[src/rtl/mod12_sched_pkg.sv]
// Shared types and constants for the mod-12 counter scheduler.
// Latency: none (declarations only).
// Backpressure: none (declarations only).
package mod12_sched_pkg;

    typedef enum logic [1:0] {
        IDLE = 2'd0,
        LOAD = 2'd1,
        RUN  = 2'd2,
        DONE = 2'd3
    } state_t;

    localparam int MOD_N   = 12;
    localparam int MAX_VAL = 11;

    // Any start value the counter cannot represent is replaced by 0.
    function automatic logic [3:0] clamp_start(input logic [3:0] v);
        return (v >= 4'(MOD_N)) ? 4'd0 : v;
    endfunction

endpackage

[src/rtl/mod12_count_scheduler_if.sv]
// Requester-side bus of the mod-12 counter scheduler: requests in, grants and run results out.
// Latency: wires only.
// Backpressure: a requester holds req until it sees its gnt pulse.
interface mod12_count_scheduler_if #(
    parameter int NREQ  = 4,
    parameter int LEN_W = 4
);
    logic [NREQ-1:0]       req;
    logic [NREQ*4-1:0]     req_start;
    logic [NREQ*LEN_W-1:0] req_len;
    logic [NREQ-1:0]       gnt;
    logic                  busy;
    logic                  done;
    logic [2:0]            done_id;
    logic [3:0]            end_val;
    logic                  start_err;

    modport master (
        output req, req_start, req_len,
        input  gnt, busy, done, done_id, end_val, start_err
    );

    modport slave (
        input  req, req_start, req_len,
        output gnt, busy, done, done_id, end_val, start_err
    );
endinterface

[src/rtl/mod12_count_scheduler_rr_arbiter.sv]
// Picks one requester: round-robin from ptr, or lowest index when MOD12_SCHED_FIXED_PRIO_EN is defined.
// Latency: purely combinational.
// Backpressure: none; a requester not picked simply stays unserved this cycle.
module rr_arbiter_nreq #(
    parameter int NREQ = 4
) (
    input  logic [NREQ-1:0] req,
    input  logic [2:0]      ptr,
    output logic [NREQ-1:0] gnt,
    output logic [2:0]      idx,
    output logic            any
);
    logic [2*NREQ-1:0] dbl;
    logic [NREQ-1:0]   rot;
    int                pos;

    assign dbl = {req, req};

    // Rotate so the highest-priority requester sits at bit 0, then take the first set bit.
    always_comb begin
        rot = '0;
        pos = 0;
        any = 1'b0;
        idx = '0;
        gnt = '0;
`ifdef MOD12_SCHED_FIXED_PRIO_EN
        rot = req;
`else
        rot = NREQ'(dbl >> ptr);
`endif
        for (int k = 0; k < NREQ; k++) begin
            if (!any && rot[k]) begin
                any = 1'b1;
`ifdef MOD12_SCHED_FIXED_PRIO_EN
                pos = k;
`else
                pos = (int'(ptr) + k) % NREQ;
`endif
            end
        end
        if (any) begin
            idx = 3'(pos);
            gnt = NREQ'(1) << idx;
        end
    end
endmodule

[src/rtl/mod12_count_scheduler.sv]
// Time-shares one mod-12 counter: grant a request, load its start, run LEN cycles, report end value.
// Latency: gnt in the same cycle a request is seen in IDLE; done len+2 cycles after gnt.
// Backpressure: requests arriving while busy wait (held level) until the block returns to IDLE.
// Arbitration mode: MOD12_SCHED_FIXED_PRIO_EN selects fixed lowest-index priority.
module mod12_count_scheduler
    import mod12_sched_pkg::*;
#(
    parameter int NREQ  = 4,
    parameter int LEN_W = 4
) (
    input  logic                    clk,
    input  logic                    rst,
    mod12_count_scheduler_if.slave  bus,
    output logic                    cnt_load_en,
    output logic [3:0]              cnt_data,
    input  logic [3:0]              cnt_q
);
    state_t             state_q, state_d;
    logic [2:0]         ptr_q, ptr_d;
    logic [2:0]         id_q, id_d;
    logic [3:0]         start_q, start_d;
    logic [LEN_W-1:0]   len_q, len_d;
    logic [LEN_W-1:0]   run_q, run_d;
    logic [2:0]         done_id_q, done_id_d;
    logic [3:0]         end_val_q, end_val_d;

    logic [NREQ-1:0]    arb_gnt;
    logic [2:0]         arb_idx;
    logic               arb_any;
    logic [3:0]         raw_start;
    logic [LEN_W-1:0]   raw_len;
    logic [NREQ-1:0]    gnt;
    logic               start_err;
    logic               done;

    rr_arbiter_nreq #(.NREQ(NREQ)) u_arb (
        .req (bus.req),
        .ptr (ptr_q),
        .gnt (arb_gnt),
        .idx (arb_idx),
        .any (arb_any)
    );

    // Pick out the winning requester's start and length fields.
    always_comb begin
        raw_start = '0;
        raw_len   = '0;
        for (int i = 0; i < NREQ; i++) begin
            if (arb_idx == 3'(i)) begin
                raw_start = bus.req_start[4*i +: 4];
                raw_len   = bus.req_len[LEN_W*i +: LEN_W];
            end
        end
    end

    // Next-state and outputs; the counter reloads its own value whenever it must not advance.
    always_comb begin
        state_d     = state_q;
        ptr_d       = ptr_q;
        id_d        = id_q;
        start_d     = start_q;
        len_d       = len_q;
        run_d       = run_q;
        done_id_d   = done_id_q;
        end_val_d   = end_val_q;
        gnt         = '0;
        start_err   = 1'b0;
        done        = 1'b0;
        cnt_load_en = 1'b1;
        cnt_data    = cnt_q;
        case (state_q)
            IDLE: begin
                if (arb_any) begin
                    gnt       = arb_gnt;
                    start_err = (raw_start >= 4'(MOD_N));
                    id_d      = arb_idx;
                    start_d   = clamp_start(raw_start);
                    len_d     = raw_len;
                    ptr_d     = (arb_idx == 3'(NREQ-1)) ? 3'd0 : arb_idx + 3'd1;
                    state_d   = LOAD;
                end
            end
            LOAD: begin
                cnt_data = start_q;
                if (len_q == '0) begin
                    state_d = DONE;
                end else begin
                    run_d   = len_q;
                    state_d = RUN;
                end
            end
            RUN: begin
                cnt_load_en = 1'b0;
                if (run_q == LEN_W'(1)) begin
                    state_d = DONE;
                end else begin
                    run_d = run_q - LEN_W'(1);
                end
            end
            DONE: begin
                done      = 1'b1;
                done_id_d = id_q;
                end_val_d = cnt_q;
                state_d   = IDLE;
            end
            default: state_d = IDLE;
        endcase
    end

    // State and context registers; reset mid-run abandons the run silently.
    always_ff @(posedge clk) begin
        if (rst) begin
            state_q   <= IDLE;
            ptr_q     <= '0;
            id_q      <= '0;
            start_q   <= '0;
            len_q     <= '0;
            run_q     <= '0;
            done_id_q <= '0;
            end_val_q <= '0;
        end else begin
            state_q   <= state_d;
            ptr_q     <= ptr_d;
            id_q      <= id_d;
            start_q   <= start_d;
            len_q     <= len_d;
            run_q     <= run_d;
            done_id_q <= done_id_d;
            end_val_q <= end_val_d;
        end
    end

    assign bus.gnt       = gnt;
    assign bus.start_err = start_err;
    assign bus.done      = done;
    assign bus.busy      = (state_q != IDLE);
    // Result fields are live during DONE and hold their last value otherwise.
    assign bus.done_id   = done ? id_q : done_id_q;
    assign bus.end_val   = done ? cnt_q : end_val_q;
endmodule
[src/flat_wrapper.sv]
// flat-port wrapper written by rule: the top's interface ports become plain ports
module mod12_count_scheduler_flat import mod12_sched_pkg::*;
#(
    parameter int NREQ  = 4,
    parameter int LEN_W = 4
)
  (clk, rst, cnt_load_en, cnt_data, cnt_q, bus_req, bus_req_start, bus_req_len, bus_gnt, bus_busy, bus_done, bus_done_id, bus_end_val, bus_start_err);
  mod12_count_scheduler_if #(.NREQ(NREQ), .LEN_W(LEN_W)) bus_i ();
  input  logic clk;
  input  logic rst;
  output logic cnt_load_en;
  output logic [3:0] cnt_data;
  input  logic [3:0] cnt_q;
  input wire logic [$bits(bus_i.req)-1:0] bus_req;
  input wire logic [$bits(bus_i.req_start)-1:0] bus_req_start;
  input wire logic [$bits(bus_i.req_len)-1:0] bus_req_len;
  output wire logic [$bits(bus_i.gnt)-1:0] bus_gnt;
  output wire logic [$bits(bus_i.busy)-1:0] bus_busy;
  output wire logic [$bits(bus_i.done)-1:0] bus_done;
  output wire logic [$bits(bus_i.done_id)-1:0] bus_done_id;
  output wire logic [$bits(bus_i.end_val)-1:0] bus_end_val;
  output wire logic [$bits(bus_i.start_err)-1:0] bus_start_err;
  assign bus_i.req = bus_req;
  assign bus_i.req_start = bus_req_start;
  assign bus_i.req_len = bus_req_len;
  assign bus_gnt = bus_i.gnt;
  assign bus_busy = bus_i.busy;
  assign bus_done = bus_i.done;
  assign bus_done_id = bus_i.done_id;
  assign bus_end_val = bus_i.end_val;
  assign bus_start_err = bus_i.start_err;
  mod12_count_scheduler #(.NREQ(NREQ), .LEN_W(LEN_W)) u_core (.clk(clk), .rst(rst), .bus(bus_i), .cnt_load_en(cnt_load_en), .cnt_data(cnt_data), .cnt_q(cnt_q));
endmodule
[config.mk]
export PLATFORM = sky130hd
export DESIGN_NAME = mod12_count_scheduler_flat
export DESIGN_NICKNAME = d
export VERILOG_FILES = /design/src/rtl/mod12_sched_pkg.sv /design/src/rtl/mod12_count_scheduler_if.sv /design/src/rtl/mod12_count_scheduler_rr_arbiter.sv /design/src/rtl/mod12_count_scheduler.sv /design/src/flat_wrapper.sv
export SDC_FILE = /design/constraint.sdc
export NUM_CORES = 1
export LEC_CHECK = 0
export ABC_AREA = 1
export CAP_MARGIN = 20
export CORE_UTILIZATION = 30
export CTS_BUF_LIST = sky130_fd_sc_hd__clkbuf_16
export CTS_CLUSTER_DIAMETER = 30
export DETAILED_ROUTE_END_ITERATION = 7
export GPL_ROUTABILITY_DRIVEN = 0
export PLACE_DENSITY = 0.68
export REMOVE_ABC_BUFFERS = 1
export SYNTH_ARGS = -nofsm -noshare
export SYNTH_HDL_FRONTEND = slang
export SYNTH_SLANG_ARGS = --single-unit
[constraint.sdc]
create_clock -name clk -period 2.6 [get_ports clk]
set_input_delay 0.26 -clock clk [delete_from_list [all_inputs] [get_ports clk]]
set_output_delay 0.26 -clock clk [all_outputs]
set_load 0.005 [all_outputs]
==> flow_summary.json <==
{
  "power_density_nw_per_um2": 1660,
  "cts.reportedPaths.clkPinSlew_ps": 60,
  "ys_ff_latch": 24,
  "dp_hpwl_mm": 4.02,
  "cts_tree": "yes",
  "fin_crit_ps": 2840,
  "dpl.cell_count": 457,
  "n_antenna_cell": 0,
  "synth_most_common_cell": "nand2_1",
  "fmax_ghz": 0.352,
  "grt_max_degree": 15,
  "viasPerCell": 4.82,
  "synth_edf_count": 0,
  "fin_util_pct": 55.8,
  "grt_pass1_wl_mm": 9.98,
  "insertion_delay_ps": 250,
  "core_um2": 5990,
  "violations": "setup timing",
  "postCtsHoldBufs": 0,
  "ys_warn_count": 0,
  "first_iter_violations": 211,
  "place_area_um2": 2760,
  "grt_pass1_vias": 2319,
  "ys_seq_area_share_pct": 25.4,
  "start_util_pct": 31.5,
  "ys_async_sr_fraction_pct": 0,
  "path_class": "register to output pin",
  "clockRootBuffer": "clkbuf_16",
  "path_max_fanout": 8,
  "numPortBuffers": 59,
  "status": "finished with violations",
  "drt_first_pass_iters": 4,
  "tns_ps": -448,
  "synthTopCellsByArea": "dfxtp_1 25%, nand2_1 20%, ha_1 6.6%, a21oi_1 6.4%, inv_1 5.6%",
  "synth_flop_cell": "dfxtp_1",
  "synthDistinctLibCells": 31,
  "critPathCaptureType": "output pin",
  "synth_top_area_cell": "dfxtp_1",
  "clockBufferDepth": 2,
  "fin_area_um2": 3350,
  "synthCells": 299,
  "rsz0062_at_grt": "yes",
  "fin_nets": 462,
  "start_kind": "register",
  "leakage_nw": 1.58,
  "cts_sinks": 24,
  "dieArea_um2": 6620,
  "placementRows": 28,
  "peakVddDrop_v": 0.000940,
  "cap_violations": 0,
  "synth.top_cell.area_share_pct": 25.4,
  "instances_no_fill": 484,
  "drc": 0,
  "track_usage_pct": 19.1,
  "fin_skew_ps": 1.94,
  "finalHoldViolCount": 0,
  "grt_overflow": 0,
  "cp.required_ps": 2340,
  "syn_area_per_cell_um2": 6.32,
  "fillers": 505,
  "drive_above_1_share_pct": 34.5,
  "crit_arrival_ps": 2580,
  "ioPinCount": 61,
  "power_mw": 5.54,
  "die_h_um": 81.4,
  "place_ws_ps": -709,
  "drv_slew": 0,
  "vias": 2331,
  "fin_crit_sh_pct": 109,
  "fin_ws_ps": -243,
  "die_x_um": 81.4,
  "synth.cell_area_um2": 1890,
  "setup_viol": 3,
  "hold_ws_ps": 469,
  "wl_per_cell_um": 12.8,
  "synth_common_cells": "102 x nand2_1, 28 x inv_1, 24 x a21oi_1, 24 x dfxtp_1",
  "ctsHtreeMaxLevel": 1,
  "hold_path.class": "register to register",
  "r2r_slack_ps": -160,
  "area_growth_pct": 77.1,
  "drt-total-wl_mm": 6.22,
  "cts_made_buffers": 3,
  "antenna_found_initial": 0,
  "antenna_left": 0
}
[kinds of logic after synthesis]
logic type	Yosys count	share of synthesized area [%]
compound gates	50	14.4
fa+ha+maj	10	6.62
other cells	1	0.198
buf+inv	42	11.1
flops	24	25.4
simple gates	170	41.3
xor+xnor	2	0.927
[state kept, by name, indices dropped and copies added, names as in the netlist]
name              cells
u_core.end_val_q      4
u_core.len_q          4
u_core.run_q          4
u_core.start_q        4
u_core.done_id_q      2
u_core.id_q           2
u_core.ptr_q          2
u_core.state_q        2
[power by group]
group | switching [mW] | internal [mW]
Combinational | 2.27 | 2.25
Sequential | 0.0941 | 0.496
Clock | 0.126 | 0.306
Total | 2.49 | 3.05
[cell usage in the layout, fill, tap and decap left out, types with 9 or more instances in the layout]
master | Yosys | final
nand2_1 | 102 | 84
clkdlybuf4s50_1 | 0 | 50
buf_4 | 2 | 48
inv_1 | 28 | 23
dfxtp_1 | 24 | 22
nand2_2 | 8 | 20
a21oi_1 | 24 | 18
nor2_1 | 19 | 15
o21ai_0 | 17 | 12
nand2_4 | 5 | 11
nand3_2 | 1 | 11
nand3_1 | 19 | 9
[layout make-up]
cell class / count / area (um2) / area share, %
clock buffers: 3 / 75.1 / 2.24
clock inverters: 1 / 30.0 / 0.898
inverters: 33 / 151 / 4.53
well taps: 75 / 93.8 / 2.80
flip-flops and latches: 24 / 485 / 14.5
repair buffers: 115 / 1060 / 31.8
multi-input cells: 233 / 1450 / 43.2
[worst max-delay path, stage by stage (launching register included)]
cell     delay (ps)
dfxtp_4         380
buf_12          140
inv_12           50
nand2_1         120
nand3_2         110
nand2_2         130
nand4_4         120
nand2_2          70
nand2_2          70
nand2_4         120
inv_4            60
ha_4            170
nor2_4          140
nand2_2          70
nand2_2          60
nand3_2          80
nand2_2          90
nand2_2          60
nor2_2          140
buf_2           140
[path summary, 6_finish.rpt]
kind	startpoint	end	cells past startpoint
max	u_core.ptr_q[0]	bus_start_err	19
min	u_core.start_q[1]	u_core.start_q[1]	2
max reg2reg	u_core.ptr_q[0]	u_core.start_q[2]	22
min reg2reg	u_core.start_q[1]	u_core.start_q[1]	2
[layer usage]
layer	vias to the layer above	track usage [%]	routed length [um]
met4	0	6.61	121
met5	-	0	0
met3	14	2.81	287
met1	1061	22.2	2620
met2	80	35.0	3190
li1	1176	-	-
[timing repair]
action / in CTS / in global routing
gates resized for setup: 70 / 26
pin swaps: 25 / 25
setup buffers: 17 / 7
cloned: 1 / 0
setup endpoints to repair: 1 / 10
Note: power is estimated with default switching activity, not from simulation.
